**config.mk**
```make
export PLATFORM = sky130hd
export DESIGN_NAME = clk_sample_scheduler_flat
export DESIGN_NICKNAME = d
export VERILOG_FILES = /design/src/rtl/clk_sample_scheduler_if.sv /design/src/rtl/clk_sample_scheduler.sv /design/src/flat_wrapper.sv
export SDC_FILE = /design/constraint.sdc
export NUM_CORES = 1
export LEC_CHECK = 0
export CAP_MARGIN = 20
export CORE_MARGIN = 2
export CORE_UTILIZATION = 55
export DETAILED_ROUTE_END_ITERATION = 7
export HOLD_SLACK_MARGIN = 0.02
export PLACE_DENSITY = 0.8
export RECOVER_POWER = 25
export SYNTH_ARGS = -nofsm -noshare
export SYNTH_HDL_FRONTEND = slang
export SYNTH_SLANG_ARGS = --single-unit
```
**constraint.sdc**
```tcl
create_clock -name clk -period 2.8 [get_ports clk]
set_input_delay 0.28 -clock clk [delete_from_list [all_inputs] [get_ports clk]]
set_output_delay 0.28 -clock clk [all_outputs]
set_load 0.005 [all_outputs]
```
**src/rtl/clk_sample_scheduler_if.sv**
```systemverilog
// Handshake/bus bundle for clk_sample_scheduler. The smp_time signal exists only when
// SMP_TIMESTAMP_EN is defined.
interface clk_sample_scheduler_if #(
    parameter int CNT_W = 16
);
    logic             start;
    logic [CNT_W-1:0] delay;
    logic [1:0]       sig_in;
    logic             busy;
    logic             slow_clk;
    logic             slow_en;
    logic             smp_valid;
    logic [1:0]       smp_data;
    logic             smp_ready;
    logic             done;
`ifdef SMP_TIMESTAMP_EN
    logic [CNT_W-1:0] smp_time;
`endif

    modport slave (
        input  start, delay, sig_in, smp_ready,
`ifdef SMP_TIMESTAMP_EN
        output smp_time,
`endif
        output busy, slow_clk, slow_en, smp_valid, smp_data, done
    );

    modport master (
        output start, delay, sig_in, smp_ready,
`ifdef SMP_TIMESTAMP_EN
        input  smp_time,
`endif
        input  busy, slow_clk, slow_en, smp_valid, smp_data, done
    );
endinterface

```
**src/rtl/clk_sample_scheduler.sv**
```systemverilog
// Free-running clock divider plus a one-shot timed sampler of a 2-bit input with valid/ready
// handoff. Define SMP_TIMESTAMP_EN to add a cycle-count timestamp latched with each sample.
module clk_sample_scheduler #(
    parameter int CNT_W = 16,
    parameter int DIV   = 1
) (
    input  logic                   clk,
    input  logic                   rst,
    clk_sample_scheduler_if.slave  bus
);
    localparam int              DIV_W    = (DIV > 1) ? $clog2(DIV) : 1;
    localparam logic [DIV_W-1:0] DIV_LAST = DIV_W'(DIV - 1);

    typedef enum logic [1:0] {
        IDLE  = 2'd0,
        COUNT = 2'd1,
        HOLD  = 2'd2,
        DONE  = 2'd3
    } state_e;

    state_e           state_q, state_d;
    logic [CNT_W-1:0] cnt_q, cnt_d;
    logic [CNT_W-1:0] dly_q, dly_d;
    logic [1:0]       smp_data_q, smp_data_d;
    logic             smp_valid_q, smp_valid_d;
    logic             busy_q, busy_d;
    logic             done_q, done_d;
    logic             capture_s;

    logic [DIV_W-1:0] div_cnt_q;
    logic             slow_clk_q;
    logic             slow_en_q;
    logic             div_wrap_s;

    assign div_wrap_s = (div_cnt_q == DIV_LAST);
    assign capture_s  = (state_q == COUNT) && (cnt_q == dly_q);

    // Divider runs regardless of scheduler state; slow_en marks the registered 0->1 edge.
    always_ff @(posedge clk or posedge rst) begin
        if (rst) begin
            div_cnt_q  <= {DIV_W{1'b0}};
            slow_clk_q <= 1'b0;
            slow_en_q  <= 1'b0;
        end else begin
            div_cnt_q  <= div_wrap_s ? {DIV_W{1'b0}} : div_cnt_q + DIV_W'(1);
            slow_clk_q <= slow_clk_q ^ div_wrap_s;
            slow_en_q  <= div_wrap_s & ~slow_clk_q;
        end
    end

    // Next-state and output decode; the compare happens before the increment so dly_q may be all-ones.
    always_comb begin
        state_d     = state_q;
        cnt_d       = cnt_q;
        dly_d       = dly_q;
        smp_data_d  = smp_data_q;
        smp_valid_d = smp_valid_q;
        done_d      = 1'b0;
        case (state_q)
            IDLE: begin
                if (bus.start) begin
                    dly_d   = (bus.delay == {CNT_W{1'b0}}) ? CNT_W'(1) : bus.delay;
                    cnt_d   = CNT_W'(1);
                    state_d = COUNT;
                end else begin
                    state_d = IDLE;
                end
            end
            COUNT: begin
                if (capture_s) begin
                    smp_data_d  = bus.sig_in;
                    smp_valid_d = 1'b1;
                    state_d     = HOLD;
                end else begin
                    cnt_d = cnt_q + CNT_W'(1);
                end
            end
            HOLD: begin
                if (smp_valid_q && bus.smp_ready) begin
                    smp_valid_d = 1'b0;
                    done_d      = 1'b1;
                    state_d     = DONE;
                end else begin
                    state_d = HOLD;
                end
            end
            DONE: begin
                state_d = IDLE;
            end
            default: begin
                state_d     = IDLE;
                smp_valid_d = 1'b0;
            end
        endcase
        busy_d = (state_d == COUNT) || (state_d == HOLD);
    end

    // Scheduler state and registered outputs; reset discards any pending sample.
    always_ff @(posedge clk or posedge rst) begin
        if (rst) begin
            state_q     <= IDLE;
            cnt_q       <= {CNT_W{1'b0}};
            dly_q       <= {CNT_W{1'b0}};
            smp_data_q  <= 2'b00;
            smp_valid_q <= 1'b0;
            busy_q      <= 1'b0;
            done_q      <= 1'b0;
        end else begin
            state_q     <= state_d;
            cnt_q       <= cnt_d;
            dly_q       <= dly_d;
            smp_data_q  <= smp_data_d;
            smp_valid_q <= smp_valid_d;
            busy_q      <= busy_d;
            done_q      <= done_d;
        end
    end

`ifdef SMP_TIMESTAMP_EN
    logic [CNT_W-1:0] ts_q;
    logic [CNT_W-1:0] smp_time_q;

    // Free-running cycle count, sampled on the same edge as sig_in.
    always_ff @(posedge clk or posedge rst) begin
        if (rst) begin
            ts_q       <= {CNT_W{1'b0}};
            smp_time_q <= {CNT_W{1'b0}};
        end else begin
            ts_q       <= ts_q + CNT_W'(1);
            smp_time_q <= capture_s ? ts_q : smp_time_q;
        end
    end

    assign bus.smp_time = smp_time_q;
`endif

    assign bus.busy      = busy_q;
    assign bus.slow_clk  = slow_clk_q;
    assign bus.slow_en   = slow_en_q;
    assign bus.smp_valid = smp_valid_q;
    assign bus.smp_data  = smp_data_q;
    assign bus.done      = done_q;
endmodule

```
**src/flat_wrapper.sv**
```systemverilog
// flat-port wrapper written by rule: the top's interface ports become plain ports
module clk_sample_scheduler_flat 
#(
    parameter int CNT_W = 16,
    parameter int DIV   = 1
)
  (clk, rst, bus_start, bus_delay, bus_sig_in, bus_smp_ready, bus_busy, bus_slow_clk, bus_slow_en, bus_smp_valid, bus_smp_data, bus_done);
  clk_sample_scheduler_if #(.CNT_W(CNT_W)) bus_i ();
  input  logic clk;
  input  logic rst;
  input wire logic [$bits(bus_i.start)-1:0] bus_start;
  input wire logic [$bits(bus_i.delay)-1:0] bus_delay;
  input wire logic [$bits(bus_i.sig_in)-1:0] bus_sig_in;
  input wire logic [$bits(bus_i.smp_ready)-1:0] bus_smp_ready;
  output wire logic [$bits(bus_i.busy)-1:0] bus_busy;
  output wire logic [$bits(bus_i.slow_clk)-1:0] bus_slow_clk;
  output wire logic [$bits(bus_i.slow_en)-1:0] bus_slow_en;
  output wire logic [$bits(bus_i.smp_valid)-1:0] bus_smp_valid;
  output wire logic [$bits(bus_i.smp_data)-1:0] bus_smp_data;
  output wire logic [$bits(bus_i.done)-1:0] bus_done;
  assign bus_i.start = bus_start;
  assign bus_i.delay = bus_delay;
  assign bus_i.sig_in = bus_sig_in;
  assign bus_i.smp_ready = bus_smp_ready;
  assign bus_busy = bus_i.busy;
  assign bus_slow_clk = bus_i.slow_clk;
  assign bus_slow_en = bus_i.slow_en;
  assign bus_smp_valid = bus_i.smp_valid;
  assign bus_smp_data = bus_i.smp_data;
  assign bus_done = bus_i.done;
  clk_sample_scheduler #(.CNT_W(CNT_W), .DIV(DIV)) u_core (.clk(clk), .rst(rst), .bus(bus_i));
endmodule
```
# After elaboration in Yosys (flattened, before gate mapping)
# Index checks and enable logic that the tools add are counted.
totals:
  in_bits: 22
  out_inout_bits: 7
  word_cells: 51
  register_bits: 42
classes:
  reduce_logical: 11
  muxes: 14
  addsub: 2
  bitwise: 4
  eq_ne: 10
ops:
  columns: ["cell", "n"]
  rows:
  - ["16-bit 2-to-1 mux", 3]
  - ["16-bit case mux with 2 select lines", 1]
  - ["16-bit by 1-bit adder with 16-bit output, second input constant", 1]
  - ["16-bit == test", 1]
  - ["16-bit logical NOT", 1]
  - ["2-bit case mux with 4 select lines", 1]
  - ["1-bit 2-to-1 mux", 7]
  - ["2-bit == test, second input constant", 3]
  - ["3-bit AND reduction", 2]
  - ["2-bit by 1-bit == test with 1-bit output, second input constant", 2]
  - ["2-bit by 1-bit inequality test with 1-bit output, second input constant", 2]
  - ["2-bit inequality test, second input constant", 2]
  - ["2-bit AND reduction", 2]
  - ["2-bit nonzero test", 2]
  - ["1-bit logical AND", 2]
  - ["2-bit logical NOT", 1]
  - ["2-bit 2-to-1 mux", 1]
  - ["1-bit inverter", 2]
  - ["1-bit case mux with 2 select lines", 1]
  - ["1-bit adder, second input constant", 1]
  - ["1-bit bitwise AND", 1]
  - ["1-bit logical OR", 1]
  - ["1-bit XOR", 1]

# Longest topological paths before layout
# Gate-level depths: netlist of the first run.
depth:
  ltp_word: 6
  ltp_mapped: 8
  ltp_nobuf: 7

# Worst setup path before layout of the first run
# Ideal clock, no wire load.
synth_path:
  path_type: "flip-flop to flip-flop"
  from: "register u_core.state_q[0]"
  to: "register u_core.cnt_q[14]"
  period_less_slack_ns: 2.035
  required_time_ns: 2.721
  slack_ns: 0.765
  setup_ns: 0.079
  arrival_time_ns: 1.956
  stages_incl_launch_ff: 9
  n_path_buf: 1
  path_cell_list: "dfrtp_1 -> inv_1 -> ha_1 -> buf_4 -> mux2_4 -> and3_1 -> nand4_1 -> a2111oi_2 -> mux2i_1"
synth_via:
  elab_chain_cells: 4
  word_cells_on_any_way: 8
  classes_between: "eq/ne: 3; mux: 1; reduce/logical: 4"
synth_rtl:
  columns: ["item", "line_no", "source"]
  rows:
  - ["from (decl)", "clk_sample_scheduler.sv:21", "state_e state_q, state_d;"]
  - ["from (signal assigned)", "clk_sample_scheduler.sv:109", "state_q <= state_d;"]
  - ["2-bit by 1-bit == test with 1-bit output", "clk_sample_scheduler.sv:36, clk_sample_scheduler.sv:59", null]
  - ["1-bit logical AND", "clk_sample_scheduler.sv:36", "assign capture_s = (state_q == COUNT) && (cnt_q == dly_q);"]
  - ["2-bit inequality test (no source line)", null, null]
  - ["3-bit AND reduction (no source line)", null, null]
  - ["to (signal assigned)", "clk_sample_scheduler.sv:102", "cnt_q <= {CNT_W{1'b0}};"]
  - ["to (signal assigned)", "clk_sample_scheduler.sv:110", "cnt_q <= cnt_d;"]
  - ["to (decl)", "clk_sample_scheduler.sv:22", "logic [CNT_W-1:0] cnt_q, cnt_d;"]
# Parallel ways exist; a longest one is shown, timed or not.
# A chain may end at the register's enable or synchronous reset.

# Worst setup path in the final report of the first run
layout_path:
  from: "register u_core.state_q[0]"
  to: "register u_core.cnt_q[11]"
# Same word-level chain as after synthesis.

==> impl_metrics.toml, run 1 <==
[setup_path]
cp-end-kind = "flop"
arrival_ns = 2.47
worst_ep_required_time_ns = 3.02
cp-start-kind = "flop"
path_class = "flop to flop"
critPathMaxFanout = 8

[clocking]
register_clock_pin_slew_on_the_reported_worst_setup_and_hold_paths_ns = 0.07
post_cts_buffers = 0
post_cts_hold_buffer_count = 0
cts_sinks = 40
clockRootBuffer = "sky130_fd_sc_hd__clkbuf_8"
clock_insertion_delay_worst_skew_ns = 0.30
max-clock-path-buffers = 2
cts-buffers-inserted = 5
htreeDepth = 2
tritoncts = "built"
cts_resized = 0

[placement]
numPlacedInstances = 274
placed_area_um2 = 2500
pre_cts_slack_ns = 0.594
io_buffers = 28
gpl.final_weighted_congestion = 0.865
hpwl_um = 3190

[power_and_ir_drop]
p_per_area_nw_per_um2 = 436
vdd.ir_drop.worst_mv = 0.365
power.leakage_nw = 1.27
power_mw = 1.15

[timing]
rsz0062_at_grt = "no"
setup_slack_ns = 0.549
finalHoldViolations = 0
slew_violations = 0
max_slew.worst_pin.slew_ns = 0.966
layout_worst_path_cycle_share = 0.804
timing.fmax_mhz = 444
slew-limit-headroom = 0.356
clock_skew_ns = 0.00652
setup_viol = 0
final.setup.tns_ns = 0
fin_hold_ws_ns = 0.447
layout_min_cycle_time_ns = 2.25

[floorplan]
initial_core_util = 0.586
core_area_um2 = 3740
chipHeight_um = 67.1
area_of_the_die_um2 = 4510
std_cell_rows = 22
die-width_um = 67.1
top_ports = 29

[route]
finalWirelength_um = 4390
route.detailed.vias_per_inst = 5.77
dr_total_vias = 1627
routed_wire_length_per_instance_um = 15.6
drt_first_pass_iters = 4
final_antenna_net_count = 0
drt_iter0_drc = 147
drc = 0

[layout]
layout_commonest_cell = "sky130_fd_sc_hd__dfrtp_1"
design_area_um2 = 2630
growth_of_design_area_from_synthesis_to_finish_pct = 19.7
multiInputGateArea_um2 = 1100
nFillCells = 303
antennaDiodeCount = 0
ff_latch_area_um2 = 1000
mostFrequentLayoutCells = "40 x sky130_fd_sc_hd__dfrtp_1, 27 x sky130_fd_sc_hd__clkdlybuf4s50_1, 23 x sky130_fd_sc_hd__nand2_1"
final_net_count = 259
final_cells = 282
postLayoutCoreUtil = 0.701
drive_above_1_share = 0.141

[global_routing]
grt_start_max_net_pins = 41
gr-usage-all-layers = 0.221
grt_pass1_vias = 1552
grt_pass1_wl_um = 7360
antenna_found_initial = 0
grt_overflow_total = 0

[logic_synthesis]
synth.largest_area_cell = "sky130_fd_sc_hd__dfrtp_1"
synth_top_area_frac = 0.457
netlist_instances = 203
post_synthesis_sequential_area_ratio = 0.457
yosys_warning_count = 0
synthTopCellsByArea = "sky130_fd_sc_hd__dfrtp_1 46%, sky130_fd_sc_hd__mux2_2 7.7%, sky130_fd_sc_hd__xor2_1 6.4%"
postSynthAreaPerCell_um2 = 10.8
synth-seq-cells = 40
syn_area_um2 = 2190
yosysUniqueCellTypes = 38
syn-num-nets = 229

[run_status]
run_status = "complete, no violations"

[run]
maxCapViolCount = 0

[hold_path]
min_path_type = "flop to flop"
==> worst max-delay path: stages, from the launching register on <==
cell and delay, ns:
sky130_fd_sc_hd__dfrtp_1 0.44, sky130_fd_sc_hd__inv_1 0.14, sky130_fd_sc_hd__ha_1 0.34, sky130_fd_sc_hd__mux2_4 0.26
sky130_fd_sc_hd__and2_1 0.12, sky130_fd_sc_hd__nand4_1 0.22, sky130_fd_sc_hd__a211oi_1 0.43, sky130_fd_sc_hd__mux2i_1 0.24
==> report_power, final <==
part / switching [mW] / internal [mW]
Sequential: 0.000666 / 0.579
Clock: 0.201 / 0.314
Combinational: 0.0200 / 0.0305
Total: 0.222 / 0.924
==> cells by family (layout without fill, tap and decap cells) <==
family	after synthesis	in the layout	share of synthesized area
muxes	29	29	0.144
and+or+nand+nor	58	58	0.140
adders and majority gates	4	4	0.0228
AOI/OAI and AO/OA	39	39	0.128
xor gates and xnor gates	17	17	0.0679
DFF	40	40	0.457
buffers and inverters	16	47	0.0399
==> path summary, 6_finish.rpt <==
path	cells after the start	start	end	slack, ns
min in group asynchronous	3	rst	u_core.cnt_q[15]	0.72
worst min register to register	1	u_core.bus.slow_clk	u_core.bus.slow_clk	0.45
worst max register to register	7	u_core.state_q[0]	u_core.cnt_q[11]	0.55
max in group asynchronous	3	rst	u_core.dly_q[3]	1.49
worst max-delay path	7	u_core.state_q[0]	u_core.cnt_q[11]	0.55
worst min-delay path	1	u_core.bus.slow_clk	u_core.bus.slow_clk	0.45
==> layer usage <==
metal  share of wire  vias up  track usage
li1                -      798            -
met1            0.46      773        0.313
met2            0.48       48        0.337
met3           0.042        8       0.0450
met4           0.018        0       0.0842
met5               0        -            0
==> flip-flops by register name, indices dropped and copies added (netlist names) <==
name                  cells
u_core.dly_q             16
u_core.bus.busy           1
u_core.bus.slow_clk       1
u_core.cnt_q             16
u_core.bus.done           1
u_core.bus.smp_data       2
u_core.state_q            2
u_core.bus.smp_valid      1
==> cell usage after synthesis <==
master,number
sky130_fd_sc_hd__a21o_1,4
sky130_fd_sc_hd__a41oi_1,2
sky130_fd_sc_hd__nand2b_1,7
sky130_fd_sc_hd__a31oi_1,8
sky130_fd_sc_hd__a2111oi_2,3
sky130_fd_sc_hd__a211oi_1,2
sky130_fd_sc_hd__inv_1,6
sky130_fd_sc_hd__or3_1,1
sky130_fd_sc_hd__o311ai_1,2
sky130_fd_sc_hd__o2bb2ai_1,1
sky130_fd_sc_hd__mux2_4,1
sky130_fd_sc_hd__a21oi_1,7
sky130_fd_sc_hd__xnor2_1,1
sky130_fd_sc_hd__mux2_2,15
sky130_fd_sc_hd__and3_1,6
sky130_fd_sc_hd__buf_6,2
sky130_fd_sc_hd__buf_4,3
sky130_fd_sc_hd__o21ai_0,2
sky130_fd_sc_hd__o21ai_1,3
sky130_fd_sc_hd__nand4_1,5
sky130_fd_sc_hd__nand3_1,3
sky130_fd_sc_hd__dfrtp_1,40
sky130_fd_sc_hd__o31ai_1,1
sky130_fd_sc_hd__inv_2,1
sky130_fd_sc_hd__ha_1,4
sky130_fd_sc_hd__mux2_1,2
sky130_fd_sc_hd__xor2_1,16
sky130_fd_sc_hd__nand2_1,23
sky130_fd_sc_hd__and4_1,1
sky130_fd_sc_hd__nor4_2,1
sky130_fd_sc_hd__mux2i_1,11
sky130_fd_sc_hd__nor2_1,1
sky130_fd_sc_hd__and2_1,3
sky130_fd_sc_hd__nor4_1,6
sky130_fd_sc_hd__nor3_1,1
sky130_fd_sc_hd__buf_2,1
sky130_fd_sc_hd__clkbuf_1,3
sky130_fd_sc_hd__o211ai_1,4
==> area by class of cell <==
type,instances,area share
clock buffers,7,0.0367
clock inverters,1,0.0114
inverters,7,0.0100
multi-input cells,147,0.420
flip-flops and latches,40,0.381
well taps,48,0.0229
repair buffers,32,0.117
(Power assumes the default switching activity.)
==> inputs of run 2 (changes only) <==
- clock period: 2.8 -> 2.3 ns (I/O delays scaled with it)
==> run 2 against run 1 <==
  * Flip-flop and latch count stayed put
  * Global-route usage is 0.29 points higher
  * First-iteration DRC count is 22% lower
  * Sequential power is 22% higher
  * Via count is 0.86% higher
  * Register-to-register slack worse by 0.36 ns
  * Combinational power is 23% higher
  * Die area stayed put
  * Critical path type unchanged
  * Critical endpoint is now u_core.cnt_q[14]
  * Largest power group unchanged
  * Highest routed layer unchanged
==> impl_metrics.toml, run 2 (synthesis gave the netlist of run 1 again) <==
[run_status]
run_status = "complete, no violations"

[route]
finalWirelength_um = 4390
drc = 0
drt_iter0_drc = 114
final_antenna_net_count = 0
drt_first_pass_iters = 4
routed_wire_length_per_instance_um = 15.3
route.detailed.vias_per_inst = 5.74
dr_total_vias = 1641

[global_routing]
grt_start_max_net_pins = 41
grt_pass1_wl_um = 7560
grt_pass1_vias = 1631
gr-usage-all-layers = 0.224
grt_overflow_total = 0
antenna_found_initial = 0

[clocking]
cts_sinks = 40
clock_insertion_delay_worst_skew_ns = 0.30
cts_resized = 0
htreeDepth = 2
register_clock_pin_slew_on_the_reported_worst_setup_and_hold_paths_ns = 0.08
tritoncts = "built"
max-clock-path-buffers = 2
post_cts_buffers = 0
post_cts_hold_buffer_count = 0
clockRootBuffer = "sky130_fd_sc_hd__clkbuf_8"
cts-buffers-inserted = 5

[layout]
final_net_count = 263
growth_of_design_area_from_synthesis_to_finish_pct = 20.4
mostFrequentLayoutCells = "40 x sky130_fd_sc_hd__dfrtp_1, 27 x sky130_fd_sc_hd__clkdlybuf4s50_1, 23 x sky130_fd_sc_hd__nand2_1"
design_area_um2 = 2640
antennaDiodeCount = 0
largestRegisters = "u_core.cnt_q (16), u_core.dly_q (16)"
final_cells = 286
layout_commonest_cell = "sky130_fd_sc_hd__dfrtp_1"
drive_above_1_share = 0.155

[timing]
layout_min_cycle_time_ns = 2.11
clock_skew_ns = 0.00828
slew_violations = 0
fin_hold_ws_ns = 0.449
timing.fmax_mhz = 474
rsz0062_at_grt = "no"
final.setup.tns_ns = 0
slew-limit-headroom = 0.346
setup_viol = 0
layout_worst_path_cycle_share = 0.918
max_slew.worst_pin.slew_ns = 0.981
setup_slack_ns = 0.189
finalHoldViolations = 0

[power_and_ir_drop]
p_per_area_nw_per_um2 = 508
vdd.ir_drop.worst_mv = 0.408
power.leakage_nw = 1.28

[placement]
io_buffers = 28
hpwl_um = 3230
gpl.final_weighted_congestion = 0.848
placed_area_um2 = 2530
pre_cts_slack_ns = 0.232
numPlacedInstances = 278

[setup_path]
path_class = "flop to flop"
cp-start-kind = "flop"
critPathMaxFanout = 7
arrival_ns = 2.33
cp-end-kind = "flop"
worst_ep_required_time_ns = 2.52

[floorplan]
initial_core_util = 0.586
die-width_um = 67.1
chipHeight_um = 67.1
area_of_the_die_um2 = 4510
top_ports = 29
std_cell_rows = 22
core_area_um2 = 3740

[hold_path]
min_path_type = "flop to flop"

[run]
maxCapViolCount = 0
run 2: cell types whose count changed in the layout (fill, tap and decap cells not counted):
cell / delta
sky130_fd_sc_hd__buf_4: +4
sky130_fd_sc_hd__clkbuf_8: -2
sky130_fd_sc_hd__clkinv_2: +1
sky130_fd_sc_hd__clkinvlp_4: +1
run 2: layout make-up:
cell class	instances	area, µm²
flip-flops and latches	40	1000
inverters	7	26.3
fillers	299	1100
repair buffers	36	338
clock buffers	5	68.8
well taps	48	60.1
multi-input cells	147	1100
clock inverters	3	42.5
run 2: metal layers:
layer	vias up	global-route usage	wire length (µm)
met1	784	0.315	2110
met3	6	0.0633	157
met5	-	0	0
met2	41	0.344	2060
met4	0	0.0561	59
li1	810	-	-
run 2: path summary, 6_finish.rpt:
check                                      end  cells after the start  slack [ns]           startpoint
max                           u_core.cnt_q[14]                      7        0.19    u_core.state_q[0]
min                        u_core.bus.slow_clk                      1        0.45  u_core.bus.slow_clk
max reg2reg                   u_core.cnt_q[14]                      7        0.19    u_core.state_q[0]
min reg2reg                u_core.bus.slow_clk                      1        0.45  u_core.bus.slow_clk
max in group asynchronous     u_core.cnt_q[15]                      3        1.01                  rst
min in group asynchronous  u_core.bus.slow_clk                      3        0.68                  rst
run 2: stage by stage:
step | power (mW) | util
2_1_floorplan | 0.733 | -
3_3_place_gp | 0.783 | 0.676
3_5_place_dp | 0.784 | 0.676
4_1_cts | 1.36 | 0.706
5_1_grt | 1.39 | 0.705
6_report | 1.34 | 0.705
run 2: worst max-delay path, cell delays in order, from the launching register on:
cell and delay (ns):
sky130_fd_sc_hd__dfrtp_1 0.44, sky130_fd_sc_hd__inv_1 0.12, sky130_fd_sc_hd__ha_1 0.24, sky130_fd_sc_hd__mux2_4 0.25, sky130_fd_sc_hd__and3_1 0.21, sky130_fd_sc_hd__nand4_1 0.17
sky130_fd_sc_hd__a2111oi_2 0.41, sky130_fd_sc_hd__mux2i_1 0.21
run 2: where the power goes:
part	leakage [nW]	switching, mW	total [mW]	internal, mW
clock	0.0541	0.253	0.574	0.321
sequential	0.509	0.000945	0.705	0.704
combinational	0.719	0.0250	0.0622	0.0372
total	1.28	0.279	1.34	1.06
